[src/rtl/dmem_port_arbiter.sv]
// Purpose: shares one data-memory port between the core (port 0) and the debug/loader (port 1); macro DMEM_ARB_ROUND_ROBIN_EN selects round-robin tie-break, else fixed priority.
// Latency: grant and memory strobe are combinational in IDLE; read data returns with rvalid MEM_LAT+1 cycles after the handshake.
// Backpressure: loser and any port during an outstanding read see ready=0; writes can be accepted every cycle.
module dmem_port_arbiter #(
  parameter int ADDR_W  = 32,
  parameter int DATA_W  = 32,
  parameter int MEM_LAT = 1
) (
  input  logic              clk,
  input  logic              reset_n,
  input  logic              req0_valid,
  input  logic              req0_we,
  input  logic [ADDR_W-1:0] req0_addr,
  input  logic [DATA_W-1:0] req0_wdata,
  output logic              req0_ready,
  output logic              req0_rvalid,
  output logic [DATA_W-1:0] req0_rdata,
  input  logic              req1_valid,
  input  logic              req1_we,
  input  logic [ADDR_W-1:0] req1_addr,
  input  logic [DATA_W-1:0] req1_wdata,
  output logic              req1_ready,
  output logic              req1_rvalid,
  output logic [DATA_W-1:0] req1_rdata,
  output logic              mem_en,
  output logic              mem_we,
  output logic [ADDR_W-1:0] mem_addr,
  output logic [DATA_W-1:0] mem_wdata,
  input  logic [DATA_W-1:0] mem_rdata,
  output logic              busy
);

  typedef enum logic {S_IDLE = 1'b0, S_WAIT = 1'b1} state_t;

  state_t            r_state;
  state_t            w_state_nxt;
  logic [2:0]        r_lat_cnt;
  logic [2:0]        w_lat_cnt_nxt;
  logic              r_owner;
  logic              w_owner_nxt;
  logic              w_rd_done;
  logic              w_grant_any;
  logic              w_win;
  logic              w_sel_we;
  logic [DATA_W-1:0] r_rdata0;
  logic [DATA_W-1:0] r_rdata1;
  logic              r_rvalid0;
  logic              r_rvalid1;

  // A grant is only possible in IDLE; reset_n gating keeps every output at 0 while reset is held.
  assign w_grant_any = reset_n && (r_state == S_IDLE) && (req0_valid || req1_valid);

`ifdef DMEM_ARB_ROUND_ROBIN_EN
  logic r_last_grant;

  // Round-robin winner: on a tie the port not granted last time wins.
  always_comb begin
    if (req0_valid && req1_valid) w_win = ~r_last_grant;
    else                          w_win = req1_valid;
  end

  // Remember the port of every handshake, reads and writes alike.
  always_ff @(posedge clk or negedge reset_n) begin
    if (!reset_n)         r_last_grant <= 1'b1;
    else if (w_grant_any) r_last_grant <= w_win;
  end
`else
  // Fixed priority: port 1 only wins when port 0 is idle.
  assign w_win = ~req0_valid;
`endif

  assign w_sel_we    = w_win ? req1_we : req0_we;
  assign req0_ready  = w_grant_any && !w_win;
  assign req1_ready  = w_grant_any &&  w_win;
  assign mem_en      = w_grant_any;
  assign mem_we      = w_grant_any && w_sel_we;
  assign mem_addr    = w_grant_any ? (w_win ? req1_addr  : req0_addr)  : '0;
  assign mem_wdata   = w_grant_any ? (w_win ? req1_wdata : req0_wdata) : '0;
  assign busy        = (r_state == S_WAIT);
  assign req0_rvalid = r_rvalid0;
  assign req1_rvalid = r_rvalid1;
  assign req0_rdata  = r_rdata0;
  assign req1_rdata  = r_rdata1;

  // Next-state: a read grant parks the FSM in WAIT until the latency counter reaches 1.
  always_comb begin
    w_state_nxt   = r_state;
    w_lat_cnt_nxt = r_lat_cnt;
    w_owner_nxt   = r_owner;
    w_rd_done     = 1'b0;
    case (r_state)
      S_IDLE: begin
        if (w_grant_any && !w_sel_we) begin
          w_state_nxt   = S_WAIT;
          w_lat_cnt_nxt = 3'(MEM_LAT);
          w_owner_nxt   = w_win;
        end
      end
      S_WAIT: begin
        w_lat_cnt_nxt = r_lat_cnt - 3'd1;
        if (r_lat_cnt == 3'd1) begin
          w_state_nxt = S_IDLE;
          w_rd_done   = 1'b1;
        end
      end
      default: w_state_nxt = S_IDLE;
    endcase
  end

  // FSM state, latency counter and read owner registers.
  always_ff @(posedge clk or negedge reset_n) begin
    if (!reset_n) begin
      r_state   <= S_IDLE;
      r_lat_cnt <= 3'd0;
      r_owner   <= 1'b0;
    end else begin
      r_state   <= w_state_nxt;
      r_lat_cnt <= w_lat_cnt_nxt;
      r_owner   <= w_owner_nxt;
    end
  end

  // Capture read data for the owner only; the other port's data and strobe are left alone.
  always_ff @(posedge clk or negedge reset_n) begin
    if (!reset_n) begin
      r_rdata0  <= '0;
      r_rdata1  <= '0;
      r_rvalid0 <= 1'b0;
      r_rvalid1 <= 1'b0;
    end else begin
      r_rvalid0 <= w_rd_done && !r_owner;
      r_rvalid1 <= w_rd_done &&  r_owner;
      if (w_rd_done && !r_owner) r_rdata0 <= mem_rdata;
      if (w_rd_done &&  r_owner) r_rdata1 <= mem_rdata;
    end
  end

endmodule

[config.mk]
export PLATFORM = sky130hd
export DESIGN_NAME = dmem_port_arbiter
export DESIGN_NICKNAME = d
export VERILOG_FILES = /design/src/rtl/dmem_port_arbiter.sv
export SDC_FILE = /design/constraint.sdc
export NUM_CORES = 1
export LEC_CHECK = 0
export CAP_MARGIN = 10
export CORE_AREA = 2 2 116 118
export CTS_BUF_LIST = sky130_fd_sc_hd__clkbuf_2 sky130_fd_sc_hd__clkbuf_4 sky130_fd_sc_hd__clkbuf_8
export CTS_CLUSTER_DIAMETER = 120
export DETAILED_ROUTE_END_ITERATION = 8
export DIE_AREA = 0 0 118 120
export HOLD_SLACK_MARGIN = 0.03
export PLACE_DENSITY_LB_ADDON = 0.3
export SYNTH_ARGS = -nofsm -noshare
export SYNTH_HDL_FRONTEND = slang
export SYNTH_SLANG_ARGS = --single-unit
[constraint.sdc]
create_clock -name clk -period 1.6 [get_ports clk]
set_clock_uncertainty 0.15 [all_clocks]
set_input_delay 0.16 -clock clk [delete_from_list [all_inputs] [get_ports clk]]
set_output_delay 0.16 -clock clk [all_outputs]
set_load 0.03 [all_outputs]
==> summary.md, run 1 <==
| Metric | Value |
|---|---|
| Most frequent CP cell | `buf_6` |
| R2R cell count | `7` |
| GRT Total Usage | `around a quarter` |
| Cell variety after synth | `25` |
| M1 WL | `7220 um` |
| Final period util | `127%` |
| CP startpoint | `busy` |
| # DRC | `0` |
| Antenna violations before repair | `1` |
| Worst-path clk slew | `0.08 ns` |
| Initial Util | `26.5%` |
| Peak Freq | `approximately 490 MHz` |
| Commonest cells post-synth | `71 x dfrtp_1, 65 x mux2_2, 64 x a22o_1` |
| Clock Tree Root | `clkbuf_8` |
| Post-synthesis sequential area ratio | `51.7%` |
| Clock period minus worst slack | `2.03 ns` |
| Leak Pwr | `0.00398 uW` |
| Nets | `roughly 760` |
| Slew margin rel. | `just over 70%` |
| DRT Pass-1 Iters | `6` |
| Syn Area/Cell | `13.6 um^2` |
| Setup slack, reg-to-reg | `-0.21 ns` |
| Final Worst Setup Slack | `-0.428 ns` |
| Die ar. | `14200 um^2` |
| Crit path to | `mem_wdata[22]` |
| Starting DRT DRC Count | `roughly 130` |
| Yosys reg bits | `71` |
| CTS tree | `yes` |
| Clk_lat worst skew | `0.36 ns` |
| WL met3 | `1390 um` |
| Worst Path Max Fanout | `7` |
| First-pass GRT wire length | `about 25000 um` |
| Port Buffers | `300` |
| Max IR drop VDD | `between 0.001 and 0.0015 V` |
| Post-synth EDFFs | `0` |
| I/O pin cnt | `301` |
| Post-synth ARST share | `between 90% and 100%` |
| WL met2 | `around 9600 um` |
| Setup Crit Path Kind | `flip-flop to output port` |
| DR top layer | `met4` |
| Mapped Area | `3430 um^2` |
| Cell count after synthesis | `253` |
| RSZ-0062 raised after global routing | `yes` |
| Layout overhead on the synthesized area | `144%` |
| Top_reg_cell synth | `dfrtp_1` |
| Top cell type by total area after synthesis | `dfrtp_1` |
| Largest net degree at the start of global routing | `41` |
| Syn. warnings | `0` |
| Post-Syn Nets | `between 400 and 500` |
| Kind of end point of the critical path | `output port` |
| Reg2reg start | `r_lat_cnt[0]` |
| Worst hold path class | `input pin to async pin` |
| # clock sinks | `71` |
| Worst endpoint required time | `1.29 ns` |
| Top cells by area, synth | `dfrtp_1 52%, mux2_2 21%, a22o_1 16%` |
| Reg2reg end | `req1_rdata[21]` |
| TritonCTS buffer count | `9` |
| CTS max path bufs | `2` |
| Top-count cell post-synth | `dfrtp_1` |
| WHS | `0.270 ns` |
| DRT Wirelength | `18400 um` |
| H-tree levels | `3` |
| Layout cell share with drive strength beyond 1 | `between 40% and 50%` |
| Share of Yosys cell area claimed by the top area cell type | `between 50% and 60%` |
| Via-per-instance ratio | `4.82` |
| Slowest stage delay, CP | `between 0.4 and 0.5 ns` |
| Post-route ant nets | `0` |
| Detailed placer's ending HPWL | `12000 um` |
| Failing checks | `setup timing` |
| Die Wd | `118 um` |
| Critical-path top delay cell | `dfrtp_2` |
| Critical path launch point type | `flip-flop` |
| Crit path DAT | `between 1.5 and 2 ns` |
| Die Height | `120 um` |
| Wire per inst | `23.8 um` |
| Worst path cell trace | `and4bb_4, buf_12, buf_6, a22o_4, buf_6` |
| # rows | `between 40 and 50` |
| Outcome | `finished, violations left` |
| Core footprint | `13000 um^2` |
| Setup tns final | `-34.96 ns` |
| Max cap viols | `0` |
| Final RePlAce weighted congestion | `0.847` |
| Final slew viol count | `0` |
| Vias in the first global route | `4055` |
| Grt total ovfl | `0` |
| Final setup fails | `around 130` |
| Hold Vio Cnt, Final | `0` |
| PD cells | `1510 nW/um^2` |
| Worst Tran Pin Value | `around 0.42 ns` |
| Vias | `~3.7k` |
registers in the layout, summed over array words and instances (netlist names):
signal / count
req1_rvalid: 1
req1_rdata: 32
busy: 1
req0_rvalid: 1
r_owner: 1
r_lat_cnt: 3
req0_rdata: 32
metal layers:
metal / GRT usage [%] / vias to the layer above
met4: 5.50 / 0
met2: 40.7 / 178
li1: - / 1636
met1: 27.6 / 1891
met5: 0 / -
met3: 8.46 / 16
stage by stage:
stage / setup WS, ns / cell area [um^2] / power (uW) / util, % / std cells
finish: -0.428 / 8390 / 12700 / 64.6 / 772
global route: -0.473 / 8390 / 13200 / 64.6 / 772
CTS: -0.465 / 8010 / 12300 / 61.7 / 763
detailed placement: -0.304 / 7150 / 10400 / 55.1 / 727
global placement: -0.285 / 7150 / 10300 / 55.1 / 727
floorplan: -0.135 / 4000 / 7230 / - / 253
layout by cell type (no fill, tap or decap), drive strengths merged:
cell	instances
clkdlybuf4s50	164
buf	109
dfrtp	71
dlygate4sd2	66
mux2	65
a22o	64
clkbuf	19
inv	6
nor2	6
nand2b	3
nand2	2
o21ai	2
nor3b	2
a21oi	2
ha	2
diode	1
and4bb	1
nand4b	1
nand3	1
nor2b	1
o21ba	1
a21o	1
and2	1
xor2	1
clkinv	1
clkinvlp	1
bufinv	1
dlygate4sd3	1
report_power, final:
group          leakage [uW]  switching (uW)  internal [uW]
Sequential         0.000845             498           2700
Combinational       0.00303            4020           3880
Clock              0.000109             708            851
layout make-up:
type,count,area (um^2)
fill,969,4590
clock inverter,4,51.3
sequential,71,1780
clock buffer,12,165
antenna,1,2.50
timing repair buffer,347,3840
inverter,5,18.8
multi-input combinational,156,2310
tap,176,220
kinds of logic (layout without fill, tap and decap cells):
kind of cell,after synthesis,after routing,share of synthesized area (%)
other,0,1,0
buffers and inverters,26,368,4.63
XOR/XNOR,1,1,0.255
multiplexers,65,65,21.3
flip-flops,71,71,51.7
adder cells (fa/ha/maj),2,2,0.728
AO/OA/AOI/OAI,70,70,17.4
AND/OR/NAND/NOR,18,18,3.93
worst min-delay path by stage:
| stage | start | endpoint | slack (ns) | cells after the start |
|---|---|---|---|---|
| floorplan | reset_n | busy | -0.29 | 0 |
| global placement | reset_n | req1_rdata[25] | 0.17 | 2 |
| detailed placement | reset_n | req0_rdata[0] | 0.18 | 2 |
| CTS | mem_rdata[7] | req1_rdata[7] | 0.28 | 2 |
| global route | mem_rdata[18] | req0_rdata[18] | 0.28 | 2 |
| finish | reset_n | r_owner | 0.27 | 3 |
what timing repair did:
action / in CTS / in global routing
hold buffers: 1 / 0
pin swaps: 1 / 20
endpoints found under the setup margin: 198 / 133
setup buffers: 11 / 6
resized for setup: 160 / 62
hold endpoints to repair: 38 / 0
cloned: 9 / 10
critical path: cells and delay by family, from the launching register on:
kind	cells	cell delay, ns
AND/OR/NAND/NOR	1	0.34
flip-flops	1	0.42
AO/OA/AOI/OAI	1	0.15
buffers and inverters	3	0.44
(Power assumes the default switching activity.)
==> run 2: changes to the inputs <==
Settings changed: CORE_AREA 2 2 116 118 to 2 2 118 120, DIE_AREA 0 0 118 120 to 0 0 120 122, TNS_END_PERCENT set to 50.
Clock period 1.6 ns to 2.1 ns, I/O delays scaled along.
==> summary.md, run 2 (synthesized netlist as in run 1, its figures left out) <==
| Metric | Value |
|---|---|
| Initial Util | `25.4% (-1.0 points)` |
| Outcome | `completed` |
| Pint | `5230 uW (-30%)` |
| Starting DRT DRC Count | `132 (-0.75%)` |
| # DRC | `0 (unchanged)` |
| I/O pin cnt | `301 (unchanged)` |
| PD cells | `1240 nW/um^2 (-18%)` |
| RSZ-0062 raised after global routing | `yes` |
| Worst hold path depth | `4` |
| Clock share of power | `13.0% (+0.7 points)` |
| Max cap viols | `0 (unchanged)` |
| Final period util | `98.9%` |
| Kind of end point of the critical path | `output port` |
| Psw | `3640 uW (-30%)` |
| Nets | `729 (-3.8%)` |
| Multi-input combinational cell area | `1550 um^2 (-33%)` |
| Post-route ant nets | `0 (unchanged)` |
| Worst endpoint required time | `1.74 ns (+0.45 ns)` |
| Most frequent cells in the layout | `230 x clkdlybuf4s50_1, 70 x dfrtp_1, 65 x mux2_2` |
| Layout overhead on the synthesized area | `108%` |
| Worst hold path class | `input pin to flip-flop` |
| Antenna violations before repair | `0 (-1)` |
| Vias | `3462 (-7.0%)` |
| CTS max path bufs | `2 (unchanged)` |
| # rows | `43 (+2.4%)` |
| Die Height | `122 um (+1.7%)` |
| TritonCTS buffer count | `9 (unchanged)` |
| Hold_sp | `reset_n` |
| Critical path launch point type | `flip-flop` |
| Ant. Diodes | `0 (-1)` |
| Reg2reg end | `req0_rdata[14]` |
| # clock sinks | `71 (unchanged)` |
| Placed insts | `720 (-0.96%)` |
| R2R cell count | `6 (-1)` |
| Register area | `1780 um^2 (unchanged)` |
| Part of the power in combinational logic | `59.8% (-2.6 points)` |
| Port Buffers | `300 (unchanged)` |
| Peak Freq | `around 480 MHz` |
| Core footprint | `13500 um^2 (+4.0%)` |
| H-tree levels | `3 (unchanged)` |
| Clk_lat worst skew | `0.33 ns (-0.03 ns)` |
| Number of fill cells | `1162 (+20%)` |
| Grt met3 use | `6.09% (-2.4 points)` |
| Most used routing layer | `met2` |
| Slew margin rel. | `40.9% (-31 points)` |
| Wire per inst | `19.8 um (-17%)` |
| Worst Path Max Fanout | `13 (+6)` |
| Leak Pwr | `0.00306 uW (-23%)` |
| Hold Vio Cnt, Final | `0 (unchanged)` |
| Detailed placer's ending HPWL | `11100 um (-7.6%)` |
| Die Wd | `120 um (+1.7%)` |
| Total power draw | `8870 uW (-30%)` |
| Cell Count, Final, Fillers Out | `746 (-3.4%)` |
| Clock Tree Root | `clkbuf_8` |
| Crit path DAT | `1.72 ns (about the same)` |
| Met2 Usage GRT | `33.0% (-7.7 points)` |
| Most common cell after layout, fill and taps aside | `clkdlybuf4s50_1` |
| Sequential Power Share | `27.2% (+1.9 points)` |
| Setup Crit Path Kind | `flip-flop to output port` |
| Final setup fails | `0 (-100%)` |
| Switching part of the total | `41.1% (-0.24 points)` |
| Vias in the first global route | `3378 (-17%)` |
| DRT Wirelength | `14800 um (-20%)` |
| Die ar. | `14600 um^2 (+3.4%)` |
| GR Layer Usage met1 | `21.1% (-6.4 points)` |
| First-pass GRT wire length | `20100 um (-19%)` |
| Hold Path Sink | `r_owner` |
| Worst Tran Pin Value | `0.886 ns (+0.469 ns)` |
| Largest net degree at the start of global routing | `73 (+78%)` |
| CTS tree | `yes` |
| Final RePlAce weighted congestion | `0.801 (-5.4%)` |
| Via-per-instance ratio | `4.64 (-3.7%)` |
| Clock period minus worst slack | `2.08 ns` |
| Grt total ovfl | `0 (unchanged)` |
| GRT Total Usage | `18.3% (-5.1 points)` |
| Layout cell share with drive strength beyond 1 | `31.8% (-14 points)` |
| Max IR drop VDD | `0.00101 V (-32%)` |
| Setup slack, reg-to-reg | `0.22 ns (+0.43 ns)` |
| DRT Pass-1 Iters | `4 (-2)` |
| Worst-path clk slew | `0.07 ns (about the same)` |
| Setup tns final | `0 ns (+34.96 ns)` |
| Final slew viol count | `0 (unchanged)` |
| Reg2reg start | `r_lat_cnt[1]` |
-- run 2: layer usage --
metal	part of all wire [%]	routed length [um]
met4	1.2	177
met5	0	0
met2	53	7780
met1	38	5570
met3	8.5	1260
-- run 2: worst max-delay path by stage --
stage	from	endpoint	slack (ns)	depth (start not counted)
final	busy	mem_wdata[4]	0.02	5
after global routing	busy	mem_wdata[4]	-0.04	5
after CTS	busy	mem_addr[26]	-0.07	4
after detailed placement	req1_valid	mem_wdata[31]	0.09	5
after global placement	req0_valid	mem_addr[18]	0.11	5
after floorplan	busy	mem_addr[10]	0.15	4
-- run 2: critical path: stages, from the launching register on --
cell and delay [ns]:
dfrtp_2 0.43, and4bb_4 0.37, buf_12 0.13, clkbuf_16 0.16, a22o_1 0.16, buf_6 0.14
-- run 2: power by group through the flow --
stage,Sequential (uW),Combinational [uW],Clock (uW)
after CTS,2430,5220,1190
after detailed placement,2450,5110,0
after global routing,2510,5560,1260
after global placement,2400,5060,0
after floorplan,3700,1570,0
final,2420,5300,1150
-- run 2: area by class of cell --
| type | instances | share of cell area (%) |
|---|---|---|
| tap | 180 | 3.15 |
| timing repair buffer | 318 | 47.0 |
| multi-input combinational | 156 | 21.8 |
| sequential | 71 | 24.9 |
| clock inverter | 5 | 0.894 |
| clock buffer | 11 | 2.03 |
| inverter | 5 | 0.263 |
-- run 2: through the flow --
stage	worst slack [ns]	area, um^2	hold slack, ns	util, %
after floorplan	0.154	3430	-0.236	-
after global placement	0.112	6560	0.337	48.5
after detailed placement	0.0925	6560	0.343	48.5
after CTS	-0.0705	6890	0.259	51.0
after global routing	-0.0352	7140	0.259	52.9
final	0.0231	7140	0.271	52.9
-- run 2: timing repair --
item                                    in CTS  in global routing
pin swaps                                    7                 25
hold buffers                                 1                  0
cloned                                       1                  3
endpoints found under the hold margin       71                  0
endpoints found under the setup margin      65                 65
resized for setup                           23                 33
setup buffers                                1                  4
